`config.mk`:
```
export PLATFORM = sky130hd
export DESIGN_NAME = pc_fetch_unit
export DESIGN_NICKNAME = d
export VERILOG_FILES = /design/src/rtl/pc_fetch_unit.sv
export SDC_FILE = /design/constraint.sdc
export NUM_CORES = 1
export LEC_CHECK = 0
export ABC_AREA = 1
export BUFFER_PORTS_ARGS = -buffer_cell sky130_fd_sc_hd__buf_2
export CORE_MARGIN = 2
export CORE_UTILIZATION = 55
export CTS_BUF_LIST = sky130_fd_sc_hd__clkbuf_16
export CTS_CLUSTER_DIAMETER = 100
export CTS_CLUSTER_SIZE = 28
export DETAILED_ROUTE_END_ITERATION = 8
export PLACE_DENSITY = 0.9
export SYNTH_ARGS = -nofsm -noshare
export SYNTH_HDL_FRONTEND = slang
export SYNTH_SLANG_ARGS = --single-unit
```
`constraint.sdc`:
```
create_clock -name clock -period 2.3 [get_ports clock]
set_clock_uncertainty 0.1 [all_clocks]
set_input_delay 0.23 -clock clock [delete_from_list [all_inputs] [get_ports clock]]
set_output_delay 0.23 -clock clock [all_outputs]
set_load 0.01 [all_outputs]
```
`src/rtl/pc_fetch_unit.sv`:
```
`default_nettype none
// ============================================================================
// Module   : pc_fetch_unit
// Brief    : Owns the architectural PC, issues one-outstanding instruction
//            fetches and hands instruction/PC pairs to decode. Redirects
//            taken mid-fetch squash the stale response.
// Revision : 1.0 - initial release
// ============================================================================
module pc_fetch_unit #(
    parameter int              XLEN     = 32,
    parameter logic [XLEN-1:0] RESET_PC = '0
) (
    input  logic            clock,
    input  logic            reset,
    input  logic            stall,
    input  logic            branch_taken,
    input  logic [XLEN-1:0] branch_target,
    output logic            imem_req_valid,
    input  logic            imem_req_ready,
    output logic [XLEN-1:0] imem_req_addr,
    input  logic            imem_resp_valid,
    input  logic [XLEN-1:0] imem_resp_data,
    output logic            inst_valid,
    input  logic            inst_ready,
    output logic [XLEN-1:0] inst_data,
    output logic [XLEN-1:0] inst_pc,
    output logic            fetch_fault
);

    typedef enum logic [1:0] {
        S_FETCH = 2'd0,  // ready to issue a request at pc
        S_WAIT  = 2'd1,  // request accepted, response pending
        S_HOLD  = 2'd2,  // instruction presented to decode
        S_DRAIN = 2'd3   // redirected while pending; discard the response
    } state_t;

    localparam logic [XLEN-1:0] PC_STEP = XLEN'(4);

    state_t          state, state_next;
    logic [XLEN-1:0] pc, pc_next;
    logic [XLEN-1:0] req_pc, req_pc_next;
    logic            inst_valid_next;
    logic [XLEN-1:0] inst_data_next;
    logic [XLEN-1:0] inst_pc_next;
    logic            fault_next;
    logic            redirect_ok;

    // A redirect is only honoured for word-aligned targets
    assign redirect_ok    = branch_taken && (branch_target[1:0] == 2'b00);
    assign imem_req_valid = (state == S_FETCH) && !stall && !branch_taken;
    assign imem_req_addr  = pc;

    // State and datapath registers, synchronous reset
    always_ff @(posedge clock) begin
        if (reset) begin
            state       <= S_FETCH;
            pc          <= RESET_PC;
            req_pc      <= '0;
            inst_valid  <= 1'b0;
            inst_data   <= '0;
            inst_pc     <= '0;
            fetch_fault <= 1'b0;
        end else begin
            state       <= state_next;
            pc          <= pc_next;
            req_pc      <= req_pc_next;
            inst_valid  <= inst_valid_next;
            inst_data   <= inst_data_next;
            inst_pc     <= inst_pc_next;
            fetch_fault <= fault_next;
        end
    end

    // Next-state and next-datapath decode
    always_comb begin
        state_next      = state;
        pc_next         = pc;
        req_pc_next     = req_pc;
        inst_valid_next = inst_valid;
        inst_data_next  = inst_data;
        inst_pc_next    = inst_pc;
        fault_next      = branch_taken && (branch_target[1:0] != 2'b00);

        case (state)
            S_FETCH: begin
                // Request valid already excludes branch_taken, so a redirect
                // and a handshake never coincide here.
                if (redirect_ok) begin
                    pc_next = branch_target;
                end else if (imem_req_valid && imem_req_ready) begin
                    req_pc_next = pc;
                    state_next  = S_WAIT;
                end
            end
            S_WAIT: begin
                if (redirect_ok) begin
                    pc_next    = branch_target;
                    state_next = imem_resp_valid ? S_FETCH : S_DRAIN;
                end else if (imem_resp_valid) begin
                    inst_data_next  = imem_resp_data;
                    inst_pc_next    = req_pc;
                    inst_valid_next = 1'b1;
                    state_next      = S_HOLD;
                end
            end
            S_DRAIN: begin
                if (redirect_ok) begin
                    pc_next = branch_target;
                end
                if (imem_resp_valid) begin
                    state_next = S_FETCH;
                end
            end
            S_HOLD: begin
                // Redirect wins over a same-cycle consume
                if (redirect_ok) begin
                    inst_valid_next = 1'b0;
                    pc_next         = branch_target;
                    state_next      = S_FETCH;
                end else if (inst_ready) begin
                    inst_valid_next = 1'b0;
                    pc_next         = inst_pc + PC_STEP;
                    state_next      = S_FETCH;
                end
            end
            default: begin
                state_next = S_FETCH;
            end
        endcase
    end

endmodule
`default_nettype wire

```
==> results of run 1 <==
-- sequential cells by signal, summed over array words and instances (netlist names) --
register,count
inst_pc,32
state,2
inst_valid,1
imem_req_addr,32
inst_data,32
fetch_fault,1
req_pc,32
-- cell usage in the layout, fill, tap and decap left out, types with 3 or more instances in the layout --
cell type | netlist | final
a21oi_1 | 130 | 130
a31oi_1 | 3 | 3
buf_2 | 14 | 169
buf_4 | 10 | 8
clkbuf_16 | 0 | 17
dfxtp_1 | 132 | 132
dlygate4sd3_1 | 0 | 13
inv_1 | 119 | 118
inv_2 | 2 | 3
inv_6 | 0 | 6
inv_8 | 0 | 4
nand2_1 | 114 | 114
nand2_2 | 5 | 5
nand3_1 | 33 | 32
nand4_1 | 4 | 4
nor2_1 | 49 | 49
nor2_2 | 7 | 7
o21ai_0 | 135 | 135
o21ai_1 | 8 | 8
o221ai_1 | 3 | 3
or2_2 | 4 | 4
xor2_1 | 5 | 5
-- tightest hold or removal path: cells and delay by family --
family	cells	cell delay, ps
buf+inv	1	70
compound gates	2	170
-- cells by family (layout without fill, tap and decap cells) --
| family | Yosys count | in the layout | synth area share, % |
|---|---|---|---|
| AO/OA/AOI/OAI | 288 | 288 | 25.36 |
| AND/OR/NAND/NOR | 224 | 224 | 16.62 |
| buffers and inverters | 167 | 346 | 11.77 |
| flip-flops | 132 | 132 | 45.12 |
| XOR/XNOR | 5 | 5 | 0.7477 |
| adder cells (fa/ha/maj) | 1 | 1 | 0.2136 |
| multiplexers | 1 | 1 | 0.1709 |
-- routing by layer --
metal	routed length, um	GRT usage (%)
met1	6993	38.92
met2	7779	46.75
met3	1468	7.052
met4	427	10.20
met5	0	0
-- what timing repair did --
| item | in CTS | in global routing |
|---|---|---|
| endpoints found under the setup margin | 0 | 0 |
| endpoints found under the hold margin | 11 | 0 |
| hold buffers | 13 | 0 |
-- power by group through the flow --
stage / Sequential (mW) / Combinational [mW] / Clock, mW
floorplan: 3.19 / 0.973 / 0
global placement: 3.09 / 1.69 / 0
detailed placement: 3.10 / 1.74 / 0
CTS: 3.06 / 1.78 / 2.59
global route: 3.12 / 1.99 / 2.69
finish: 3.07 / 1.78 / 2.58
-- per-stage QoR --
| stage | cell area, um^2 | util [%] | instances | hold WS, ps | worst slack [ps] |
|---|---|---|---|---|---|
| floorplan | 5857 | - | 818 | 199.1 | 727.9 |
| global placement | 6754 | 65.42 | 1088 | 329.4 | 442.7 |
| detailed placement | 6754 | 65.42 | 1088 | 333.0 | 388.7 |
| CTS | 7445 | 72.11 | 1133 | 0.008771 | 311.6 |
| global route | 7445 | 72.11 | 1133 | 13.64 | 53.01 |
| finish | 7445 | 72.11 | 1133 | -4.487 | 274.0 |
-- final cells by class --
class	count	area, um^2	area share, %
Inverter	122	457.9	6.151
Clock buffer	17	425.4	5.714
Tap cell	136	170.2	2.286
Clock inverter	15	135.1	1.815
Sequential cell	132	2643	35.50
Timing Repair Buffer	192	1076	14.45
Multi-Input combinational cell	519	2537	34.08
-- worst paths after layout --
| kind | depth (start not counted) | endpoint | slack (ps) | startpoint |
|---|---|---|---|---|
| worst max register to register | 10 | imem_req_addr[26] | 280 | inst_pc[2] |
| worst max-delay path | 11 | imem_req_addr[14] | 270 | branch_target[1] |
| worst min register to register | 2 | req_pc[10] | 340 | req_pc[10] |
| worst min-delay path | 3 | inst_data[1] | -4 | imem_resp_data[1] |
==> flow_summary.json, run 1 <==
{
  "slew_viol_final": 0,
  "async_flop_share_pct": 0,
  "arrival_ps": 2240,
  "synth_commonest_cells": "o21ai_0 (135), dfxtp_1 (132), a21oi_1 (130)",
  "crit_chain": "dlygate4sd3_1 > buf_2 > nor2_2 > nand2_2 > nand2_4 > inv_2 > nand2_1 > a31oi_1 > o21ai_0 > nand2_1 > inv_1",
  "yosys.area.top_type": "dfxtp_1",
  "portBuffers": 169,
  "setup_tns_ps": 0,
  "n_antenna_cell": 0,
  "clock_path_buffers": 2,
  "synth.distinct_cells": 36,
  "outcome": "finished, violations left",
  "tightestPinTransition_ps": 519.7,
  "comb_power_share_pct": 24.0,
  "die_area_um2": 11490,
  "cts_root_buffer": "clkbuf_16",
  "ir_worst_vdd_uv": 741.8,
  "clock-sinks": 132,
  "p_per_area_nw_per_um2": 997.8,
  "syn_nets": 890,
  "fp-row-count": 37,
  "ys_warn_count": 0,
  "crit_path_end_kind": "flip-flop",
  "max_slew_margin_pct": 65.30,
  "cts.htree.levels": 4,
  "max_freq_mhz": 493.6,
  "fp.dieH_um": 107.2,
  "wl_um": 16670,
  "viasPerCell": 5.388,
  "synth.yosys.seq_area_share_pct": 45.12,
  "setup_violations": 0,
  "synth_edf_count": 0,
  "grt_max_degree": 61,
  "pwr-share-seq_pct": 41.3,
  "initial_core_util_pct": 56.73,
  "drt_iter0_drc": 492,
  "grt_overflow": 0,
  "antenna_found_initial": 0,
  "grt_usage_pct": 29.35,
  "postCtsSetupBuffers": 0,
  "switching_share_pct": 34.76,
  "synth_area_per_cell_um2": 7.160,
  "crit_top_cell": "nand2_1",
  "intPower_mw": 4.847,
  "leakage_nw": 3.125,
  "fill_cells": 799,
  "syn_inst": 818,
  "globalplace.congestion": 0.9673,
  "final.period_utilization_pct": 88.09,
  "dpl.hpwl_um": 11710,
  "cpLargestDelayFamily": "buffers and inverters",
  "nets": 1056,
  "grt_pass1_vias": 5584,
  "worst-setup-path-type": "primary input to flip-flop",
  "critPathMaxStageDelay_ps": 520,
  "critPathBufInv": 4,
  "finalPower_mw": 7.428,
  "worstPathMaxFanout": 30,
  "pwr-share-clk_pct": 34.7,
  "synth_area_leaders": "dfxtp_1 (45%), o21ai_0 (12%), a21oi_1 (11%), inv_1 (7.6%), nand2_1 (7.3%)",
  "insertion_delay_ps": 410,
  "wire_per_inst_um": 14.71,
  "holdWs_ps": -4.487,
  "grt_setup_unrepaired": "false",
  "yosysMostFrequentCell": "o21ai_0",
  "min_period_ps": 2026,
  "yosys.area.top_type_share_pct": 45.12,
  "hp-class": "primary input to flip-flop",
  "dr_total_vias": 6105,
  "netlist_area_um2": 5857,
  "drive_above_1_share_pct": 23.87,
  "grt_first_pass_wirelength_um": 26870,
  "ios": 170,
  "crit_required_ps": 2510,
  "dr.pass1.iters": 5,
  "ys.flop_type": "dfxtp_1",
  "drc": 0,
  "clk_pin_slew_ps": 60,
  "cp_slowest_cell": "dlygate4sd3_1",
  "cts_tree": "yes",
  "cts_buffers": 17,
  "p_sw_mw": 2.582,
  "core-area_um2": 10320,
  "antenna_left": 0,
  "cap_viol_max_count": 0,
  "cts_resized": 0,
  "synth-seq-cells": 132,
  "die_x_um": 107.2,
  "area.growth.synth_to_final_pct": 27.11,
  "hold_violations": 3,
  "startpoint_type": "primary input",
  "violations": "hold timing"
}
Note: power is estimated with default switching activity, not from simulation.
==> inputs of run 2 (changes only) <==
--- a/config.mk
+++ b/config.mk
@@ -14,6 +14,7 @@
 export CTS_CLUSTER_SIZE = 28
 export DETAILED_ROUTE_END_ITERATION = 8
 export PLACE_DENSITY = 0.9
+export REMOVE_ABC_BUFFERS = 1
 export SYNTH_ARGS = -nofsm -noshare
 export SYNTH_HDL_FRONTEND = slang
 export SYNTH_SLANG_ARGS = --single-unit
==> flow_summary.json, run 2 (synthesis results as in run 1) <==
{
  "outcome": "finished, final reports clean",
  "crit_path_end_kind": "flip-flop",
  "dr_total_vias": 6066,
  "worstPathMaxFanout": 35,
  "grt_overflow": 0,
  "grt_usage_pct": 28.77,
  "clock_path_buffers": 2,
  "grt_setup_unrepaired": "false",
  "max_slew_margin_pct": 60.53,
  "globalplace.congestion": 0.9822,
  "insertion_delay_ps": 410,
  "highest_layer": "met4",
  "slew_viol_final": 0,
  "grt_pass1_vias": 5545,
  "cts_buffers": 17,
  "drc": 0,
  "rr_worst_depth": 6,
  "die_x_um": 107.2,
  "crit_required_ps": 2500,
  "cap_viol_max_count": 0,
  "initial_core_util_pct": 56.73,
  "fp.dieH_um": 107.2,
  "regArea_um2": 2643,
  "final_common_cell": "buf_2",
  "reg2reg_from": "state[0]",
  "antenna_left": 0,
  "grt_max_degree": 74,
  "final_area_um2": 7500,
  "cp-startpoint": "branch_target[1]",
  "tightestPinTransition_ps": 591.1,
  "postCtsSetupBuffers": 0,
  "critPathMaxStageDelay_ps": 520,
  "placed_cell_area_um2": 6804,
  "antenna_found_initial": 0,
  "fp-row-count": 37,
  "clk_pin_slew_ps": 60,
  "ff2ff_setup_slack_ps": 330,
  "hp-class": "primary input to flip-flop",
  "ir_worst_vdd_uv": 600.7,
  "place_inst": 1088,
  "clock-sinks": 132,
  "dr_wl_met2_um": 8092,
  "finalPower_mw": 7.827,
  "final.period_utilization_pct": 90.29,
  "ios": 170,
  "wl_met3_um": 1554,
  "hold_violations": 0,
  "dpl.hpwl_um": 11550,
  "fin_cells": 1125,
  "grt_first_pass_wirelength_um": 26410,
  "mostFrequentLayoutCells": "buf_2 (169), o21ai_0 (135), dfxtp_1 (132)",
  "min_period_ps": 2077,
  "arrival_ps": 2280,
  "p_per_area_nw_per_um2": 1044,
  "startpoint_type": "primary input",
  "cts_tree": "yes",
  "wl_met1_um": 6748,
  "cp_slowest_cell": "dlygate4sd3_1",
  "viasPerCell": 5.392,
  "drive_above_1_share_pct": 23.76,
  "max_freq_mhz": 481.5,
  "cts_root_buffer": "clkbuf_16",
  "worst-setup-path-type": "primary input to flip-flop",
  "die_area_um2": 11490,
  "cts_resized": 0,
  "dr.pass1.iters": 7,
  "leakage_nw": 3.155,
  "crit_chain": "dlygate4sd3_1 > buf_2 > nor2_2 > nand2_2 > nand2_4 > inv_2 > nand2_1 > a31oi_1 > o21ai_0 > nand2_1 > inv_1",
  "multi_input_area_um2": 2537,
  "area.growth.synth_to_final_pct": 28.05,
  "worst_r2r_endpoint": "inst_pc[13]",
  "portBuffers": 169,
  "setup_violations": 0,
  "wire_per_inst_um": 14.84,
  "n_antenna_cell": 0,
  "hold_buffers": 6,
  "drt_iter0_drc": 517,
  "nets": 1049,
  "cts.htree.levels": 4,
  "fill_cells": 830,
  "wl_um": 16690,
  "core-area_um2": 10320,
  "crit_top_cell": "nand2_1",
  "cp-endpoint": "imem_req_addr[14]"
}
[run 2: worst min path at each step]
stage / endpoint / cells after the start / slack (ps) / startpoint
after floorplan: imem_req_addr[11] / 1 / 200 / reset
after global placement: inst_data[31] / 2 / 330 / inst_data[31]
after detailed placement: req_pc[26] / 2 / 330 / req_pc[26]
after CTS: inst_data[10] / 3 / 0.8 / imem_resp_data[10]
after global routing: inst_data[26] / 3 / 20 / imem_resp_data[26]
final: inst_data[4] / 3 / 7 / imem_resp_data[4]
[run 2: layout make-up]
cell class | count | area share [%]
repair buffers | 185 | 14.08
well taps | 136 | 2.269
inverters | 122 | 6.106
clock buffers | 17 | 5.672
clock inverters | 14 | 2.803
multi-input cells | 519 | 33.83
flip-flops and latches | 132 | 35.24
[run 2: metrics by stage]
step	worst slack (ps)	TNS [ps]	util [%]	hold slack [ps]
2_1_floorplan	-185.2	-11850	-	199.1
3_3_place_gp	389.1	0	65.91	326.9
3_5_place_dp	349.0	0	65.91	331.1
4_1_cts	250.6	0	72.65	0.8094
5_1_grt	3.225	0	72.65	18.16
6_report	223.3	0	72.65	6.746
[run 2: worst max-delay path, delay by kind of cell]
kind,cells,cell delay (ps)
buffers and inverters,4,1110
AO/OA/AOI/OAI,2,260
AND/OR/NAND/NOR,5,650
[run 2: where the power goes]
part / switching [mW] / internal (mW) / total, mW
registers: 0.361 / 2.72 / 3.08
clock network: 1.02 / 1.91 / 2.93
logic: 1.10 / 0.719 / 1.82
total: 2.48 / 5.35 / 7.83
[run 2: metal layers]
metal	GRT usage, %	up-vias
met5	0	-
met4	9.462	0
met3	6.383	28
met2	49.77	314
met1	35.36	2725
li1	-	2999
